### config.mk
export PLATFORM = sky130hd
export DESIGN_NAME = clock_gen
export DESIGN_NICKNAME = d
export VERILOG_FILES = /design/src/rtl/clock_gen_pkg.sv /design/src/rtl/button_debounce.sv /design/src/rtl/clock_gen.sv
export SDC_FILE = /design/constraint.sdc
export NUM_CORES = 1
export LEC_CHECK = 0
export BUFFER_PORTS_ARGS = -buffer_cell sky130_fd_sc_hd__buf_2
export CORE_MARGIN = 4
export CORE_UTILIZATION = 58
export CTS_CLUSTER_DIAMETER = 150
export DETAILED_ROUTE_END_ITERATION = 8
export GPL_ROUTABILITY_DRIVEN = 0
export PLACE_DENSITY = 0.78
export REMOVE_ABC_BUFFERS = 1
export SLEW_MARGIN = 30
export SYNTH_ARGS = -nofsm -noshare
export SYNTH_HDL_FRONTEND = slang
export SYNTH_SLANG_ARGS = --single-unit
export TNS_END_PERCENT = 10
### constraint.sdc
create_clock -name sys_clk -period 2.4 [get_ports sys_clk]
set_input_delay 0.24 -clock sys_clk [delete_from_list [all_inputs] [get_ports sys_clk]]
set_output_delay 0.24 -clock sys_clk [all_outputs]
set_load 0.02 [all_outputs]
### src/rtl/clock_gen_pkg.sv
// rtl/clock_gen_pkg.sv - shared state type and mode constants for the CPU clock generator
package clock_gen_pkg;

  typedef enum logic [2:0] {
    STOP,
    RUN_HIGH,
    RUN_LOW,
    STEP_HIGH,
    STEP_LOW
  } clk_state_t;

  localparam logic MODE_CONT   = 1'b0;
  localparam logic MODE_MANUAL = 1'b1;

  function automatic logic is_high_phase(input clk_state_t s);
    return (s == RUN_HIGH) || (s == STEP_HIGH);
  endfunction

endpackage

### src/rtl/button_debounce.sv
// rtl/button_debounce.sv - step button synchroniser, debouncer and rising-edge pulse
module button_debounce #(
  parameter int DEBOUNCE_CYCLES = 50000,
  parameter int DEBOUNCE_W      = 16
) (
  input  logic sys_clk,
  input  logic rst,
  input  logic button,
  output logic level,
  output logic rise_pulse
);

  localparam logic [DEBOUNCE_W-1:0] LAST_CNT = DEBOUNCE_W'(DEBOUNCE_CYCLES - 1);

  logic                  sync1_q, sync2_q;
  logic                  level_q, level_d;
  logic                  rise_q, rise_d;
  logic [DEBOUNCE_W-1:0] cnt_q, cnt_d;

  // The count only advances while the synchronised input disagrees with the level,
  // so any bounce back to the current level restarts it from zero.
  always_comb begin
    level_d = level_q;
    rise_d  = 1'b0;
    cnt_d   = '0;
    if (sync2_q != level_q) begin
      if (cnt_q == LAST_CNT) begin
        level_d = sync2_q;
        rise_d  = sync2_q;
      end else begin
        cnt_d = cnt_q + 1'b1;
      end
    end
  end

  always_ff @(posedge sys_clk) begin
    if (rst) begin
      sync1_q <= 1'b0;
      sync2_q <= 1'b0;
      level_q <= 1'b0;
      rise_q  <= 1'b0;
      cnt_q   <= '0;
    end else begin
      sync1_q <= button;
      sync2_q <= sync1_q;
      level_q <= level_d;
      rise_q  <= rise_d;
      cnt_q   <= cnt_d;
    end
  end

  assign level      = level_q;
  assign rise_pulse = rise_q;

endmodule

### src/rtl/clock_gen.sv
// rtl/clock_gen.sv - programmable, glitch-free CPU clock with single-step and HLT stop
// Optional cycle_count output when CLK_CYCLE_COUNT_EN is defined.
module clock_gen
  import clock_gen_pkg::*;
#(
  parameter int DIV_W           = 24,
  parameter int DEBOUNCE_CYCLES = 50000,
  parameter int DEBOUNCE_W      = 16
) (
  input  logic             sys_clk,
  input  logic             rst,
  input  logic             mode,
  input  logic             button,
  input  logic             halt,
  input  logic [DIV_W-1:0] half_period,
  output logic             cpu_clk,
  output logic             cpu_rise,
  output logic             cpu_fall,
`ifdef CLK_CYCLE_COUNT_EN
  output logic [31:0]      cycle_count,
`endif
  output logic             running
);

  clk_state_t       state_q, state_d;
  logic [DIV_W-1:0] cnt_q, cnt_d;
  logic [DIV_W-1:0] len_q, len_d;
  logic             clk_q, rise_q, fall_q;
  logic             btn_level, btn_rise, step_req;
  logic             phase_end, start_phase, next_high;

  button_debounce #(
    .DEBOUNCE_CYCLES (DEBOUNCE_CYCLES),
    .DEBOUNCE_W      (DEBOUNCE_W)
  ) u_button_debounce (
    .sys_clk    (sys_clk),
    .rst        (rst),
    .button     (button),
    .level      (btn_level),
    .rise_pulse (btn_rise)
  );

  assign step_req  = btn_rise & btn_level;
  assign phase_end = (cnt_q == len_q);

  // mode/halt are only looked at in STOP or at the end of a low phase, so a
  // high phase always runs to completion.
  always_comb begin
    state_d     = state_q;
    start_phase = 1'b0;
    case (state_q)
      STOP: begin
        if (!halt) begin
          if (mode == MODE_CONT) begin
            state_d     = RUN_HIGH;
            start_phase = 1'b1;
          end else if (step_req) begin
            state_d     = STEP_HIGH;
            start_phase = 1'b1;
          end
        end
      end
      RUN_HIGH: begin
        if (phase_end) begin
          state_d     = RUN_LOW;
          start_phase = 1'b1;
        end
      end
      RUN_LOW: begin
        if (phase_end) begin
          if (mode == MODE_CONT && !halt) begin
            state_d     = RUN_HIGH;
            start_phase = 1'b1;
          end else begin
            state_d = STOP;
          end
        end
      end
      STEP_HIGH: begin
        if (phase_end) begin
          state_d     = STEP_LOW;
          start_phase = 1'b1;
        end
      end
      STEP_LOW: begin
        if (phase_end) begin
          state_d = STOP;
        end
      end
      default: state_d = STOP;
    endcase

    cnt_d = cnt_q + 1'b1;
    len_d = len_q;
    if (start_phase) begin
      cnt_d = '0;
      len_d = half_period;
    end else if (state_d == STOP) begin
      cnt_d = '0;
    end
    next_high = is_high_phase(state_d);
  end

  always_ff @(posedge sys_clk) begin
    if (rst) begin
      state_q <= STOP;
      cnt_q   <= '0;
      len_q   <= '0;
      clk_q   <= 1'b0;
      rise_q  <= 1'b0;
      fall_q  <= 1'b0;
    end else begin
      state_q <= state_d;
      cnt_q   <= cnt_d;
      len_q   <= len_d;
      clk_q   <= next_high;
      rise_q  <= next_high & ~clk_q;
      fall_q  <= ~next_high & clk_q;
    end
  end

  assign cpu_clk  = clk_q;
  assign cpu_rise = rise_q;
  assign cpu_fall = fall_q;
  assign running  = (state_q != STOP);

`ifdef CLK_CYCLE_COUNT_EN
  logic [31:0] cycle_count_q;

  always_ff @(posedge sys_clk) begin
    if (rst) begin
      cycle_count_q <= '0;
    end else if (next_high && !clk_q) begin
      cycle_count_q <= cycle_count_q + 32'd1;
    end
  end

  assign cycle_count = cycle_count_q;
`endif

endmodule

==> metrics <==
wire length per cell=13.0 um; final setup vio count=0; Slew Limit Fails=0; n_diodes=0; Final Power=about 2.8 mW; PortBufs=32; CTS max path bufs=2; vias in the first global route=2465; Mapped Area=between 3000 and 4000 sq um; status=finished, final reports clean; drt total wl=a little over 6000 um; placement row count=27; register area share after synthesis=between 40% and 50%; CTS resizes=0; fin crit period=roughly 2000 ps; R2R depth=6; Pwr per Cell Area=749 nW/um^2; total number of vias=2521; Clock Latency Late Sink=between 300 and 400 ps; R2R Path End=len_q[6]; dpl ws=375 ps; drt first-iter violations=80; # H-tree levels=3; Die H=about 84 um; Setup Skew=~6.5 ps; final worst slack=roughly 380 ps; Placed Area=between 3000 and 4000 sq um; Worst path max stage delay=420 ps; Cell Int Power=around 2.0 mW; Syn-to-layout area delta=11.1%; Reg clk slew, reported paths=roughly 70 ps; Fin Setup TNS=0 ps; worst-margin pin slew=just over 600 ps; Leak Pwr=between 1.5 and 2 nW; Max-slew headroom=between 50% and 60%; Clock Tree Root=clkbuf_8; nets=approximately 430; P_sw=about 0.81 mW; CP top delay family=simple AND/OR/NAND/NOR gates; Buf/Inv on CP=1; Core Box Area=between 5000 and 6000 sq um; antenna-violating nets left=0; length of the first detailed-routing pass in iterations=4; cells after synthesis=369; final instance area=3710 sq um; Post-Layout Cell Count=roughly 480; Synth area leaders=dfxtp_1 (44%), xor2_1 (10%), mux2i_1 (7.5%); Worst EP required=around 2600 ps; cts hold-fix bufs=0; largest net degree at the start of global routing=50; first-pass GRT wire length=roughly 11000 um; Fmax=a little under 0.5 GHz; EDFF count, synth=0; Total Routing Usage GR=between 10% and 20%; area share of the largest cell type after synthesis=around 44%; Seq pwr share=~50%; combinational share of power=approximately a fifth; WHS Endpoint=u_button_debounce.sync1_q; mean post-synth cell area=around 9.1 sq um; full die area=between 7000 and 8000 sq um; Avg Vias per Cell=~5.3; Starting Density=about 60%; RSZ-0062 raised after global routing=false; HPWL after DPL=4500 um; hold path start=button; Syn. warnings=0; GRT Residual Overflow=0; share of layout cells above drive strength 1=between 10% and 20%; final hold vios=0; CP Cell Sequence=xor2_1 -> nor4_2 -> nand4_2 -> o31a_1 -> buf_4 -> mux2i_1; initial antenna violation count=0; placed cell count=about 460; switching share of power=between 20 and 30%; max-cap violations=0; Setup crit start kind=register; clock power share=a little under a third; IO Pins=33; fin crit share=a little over four fifths; Top FF cell, synth=dfxtp_1; asr flop ratio synth=0%; final hold slack=127 ps; clk sinks=between 70 and 80; count leader, synth=dfxtp_1; post-synth cell types=39; Core Util, Final=between 60% and 70%; Worst setup EP type=register; flop-to-flop setup slack=380 ps; Die Span X=between 80 and 90 um; FILL cells=approximately 460; critical path class=reg2reg; Slowest-stage cell, CP=dfxtp_1; hold depth=2; R2R Path Start=cnt_q[6]; Synth area leader=dfxtp_1; DRC Markers=0; peak supply drop=380 uV; CP Max Fanout=14; flop and latch count out of synthesis=74; worst hold path type=in2reg; post-CTS repair timing setup buffer count=0; TritonCTS buffer count=9; WP data arrival=between 2000 and 2500 ps; CTS tree=done; most frequent cells after synthesis=dfxtp_1 (74), nand2_1 (61), nor2_1 (51), xor2_1 (40), mux2i_1 (25)
==> power by group through the flow <==
stage | Sequential [mW] | Combinational [mW] | Clock (mW)
detailed placement | 1.41 | 0.551 | 0
floorplan | 1.42 | 0.384 | 0
global placement | 1.41 | 0.538 | 0
CTS | 1.38 | 0.553 | 0.865
finish | 1.39 | 0.547 | 0.846
global route | 1.40 | 0.608 | 0.915
==> cell type report <==
cell class | count | area (sq um) | area share, %
clock buffers | 12 | 155 | 4.18
multi-input cells | 276 | 1750 | 47.3
flip-flops and latches | 74 | 1480 | 39.9
well taps | 72 | 90.1 | 2.43
clock inverters | 3 | 15.0 | 0.405
repair buffers | 37 | 198 | 5.33
inverters | 4 | 15.0 | 0.405
==> state kept, by name, summed over array words and instances, names as in the netlist <==
signal and count:
u_button_debounce.level 1, u_button_debounce.cnt_q 16, state_q 3, u_button_debounce.rise_pulse 1
cpu_fall 1, cpu_clk 1, len_q 24, cpu_rise 1
u_button_debounce.sync1_q 1, u_button_debounce.sync2_q 1, cnt_q 24
==> per-layer routing <==
| layer | vias to the layer above | track usage [%] | share of wire (%) |
|---|---|---|---|
| li1 | 1304 | - | - |
| met3 | 11 | 5.03 | 4.0 |
| met1 | 1165 | 21.1 | 44 |
| met5 | - | 0 | 0 |
| met4 | 0 | 7.02 | 1.7 |
| met2 | 41 | 33.2 | 50 |
==> placed cells by master (no fill, tap or decap), types with 2 or more instances in the layout <==
master / count
nand2_1: 61
a21oi_1: 2
nor2_1: 51
nor2b_1: 2
clkbuf_8: 11
nand3_1: 13
buf_2: 32
clkinv_2: 3
inv_1: 4
ha_1: 2
and4_1: 4
xnor2_1: 21
dfxtp_1: 74
buf_4: 5
nor3_1: 9
nand4_1: 14
mux2i_1: 25
nor4b_1: 2
nor4_2: 3
nor4_1: 2
xor2_1: 40
and3_1: 7
==> worst max-delay path by stage <==
stage	start	to	slack, ps	cells past startpoint
floorplan	cnt_q[9]	cnt_q[10]	160	5
global placement	cnt_q[6]	len_q[6]	440	6
detailed placement	cnt_q[6]	len_q[5]	370	6
global route	cnt_q[6]	len_q[6]	210	6
finish	cnt_q[6]	len_q[6]	380	6
CTS	cnt_q[6]	len_q[21]	360	6
==> cells by family after synthesis <==
kind of cell,after synthesis,share of synthesized area (%)
AND/OR/NAND/NOR,176,25.5
flip-flops,74,44.4
XOR/XNOR,61,16.0
multiplexers,25,7.49
buffers and inverters,19,3.11
AO/OA/AOI/OAI,12,2.81
adder cells (fa/ha/maj),2,0.749
Note: power is estimated with default switching activity, not from simulation.
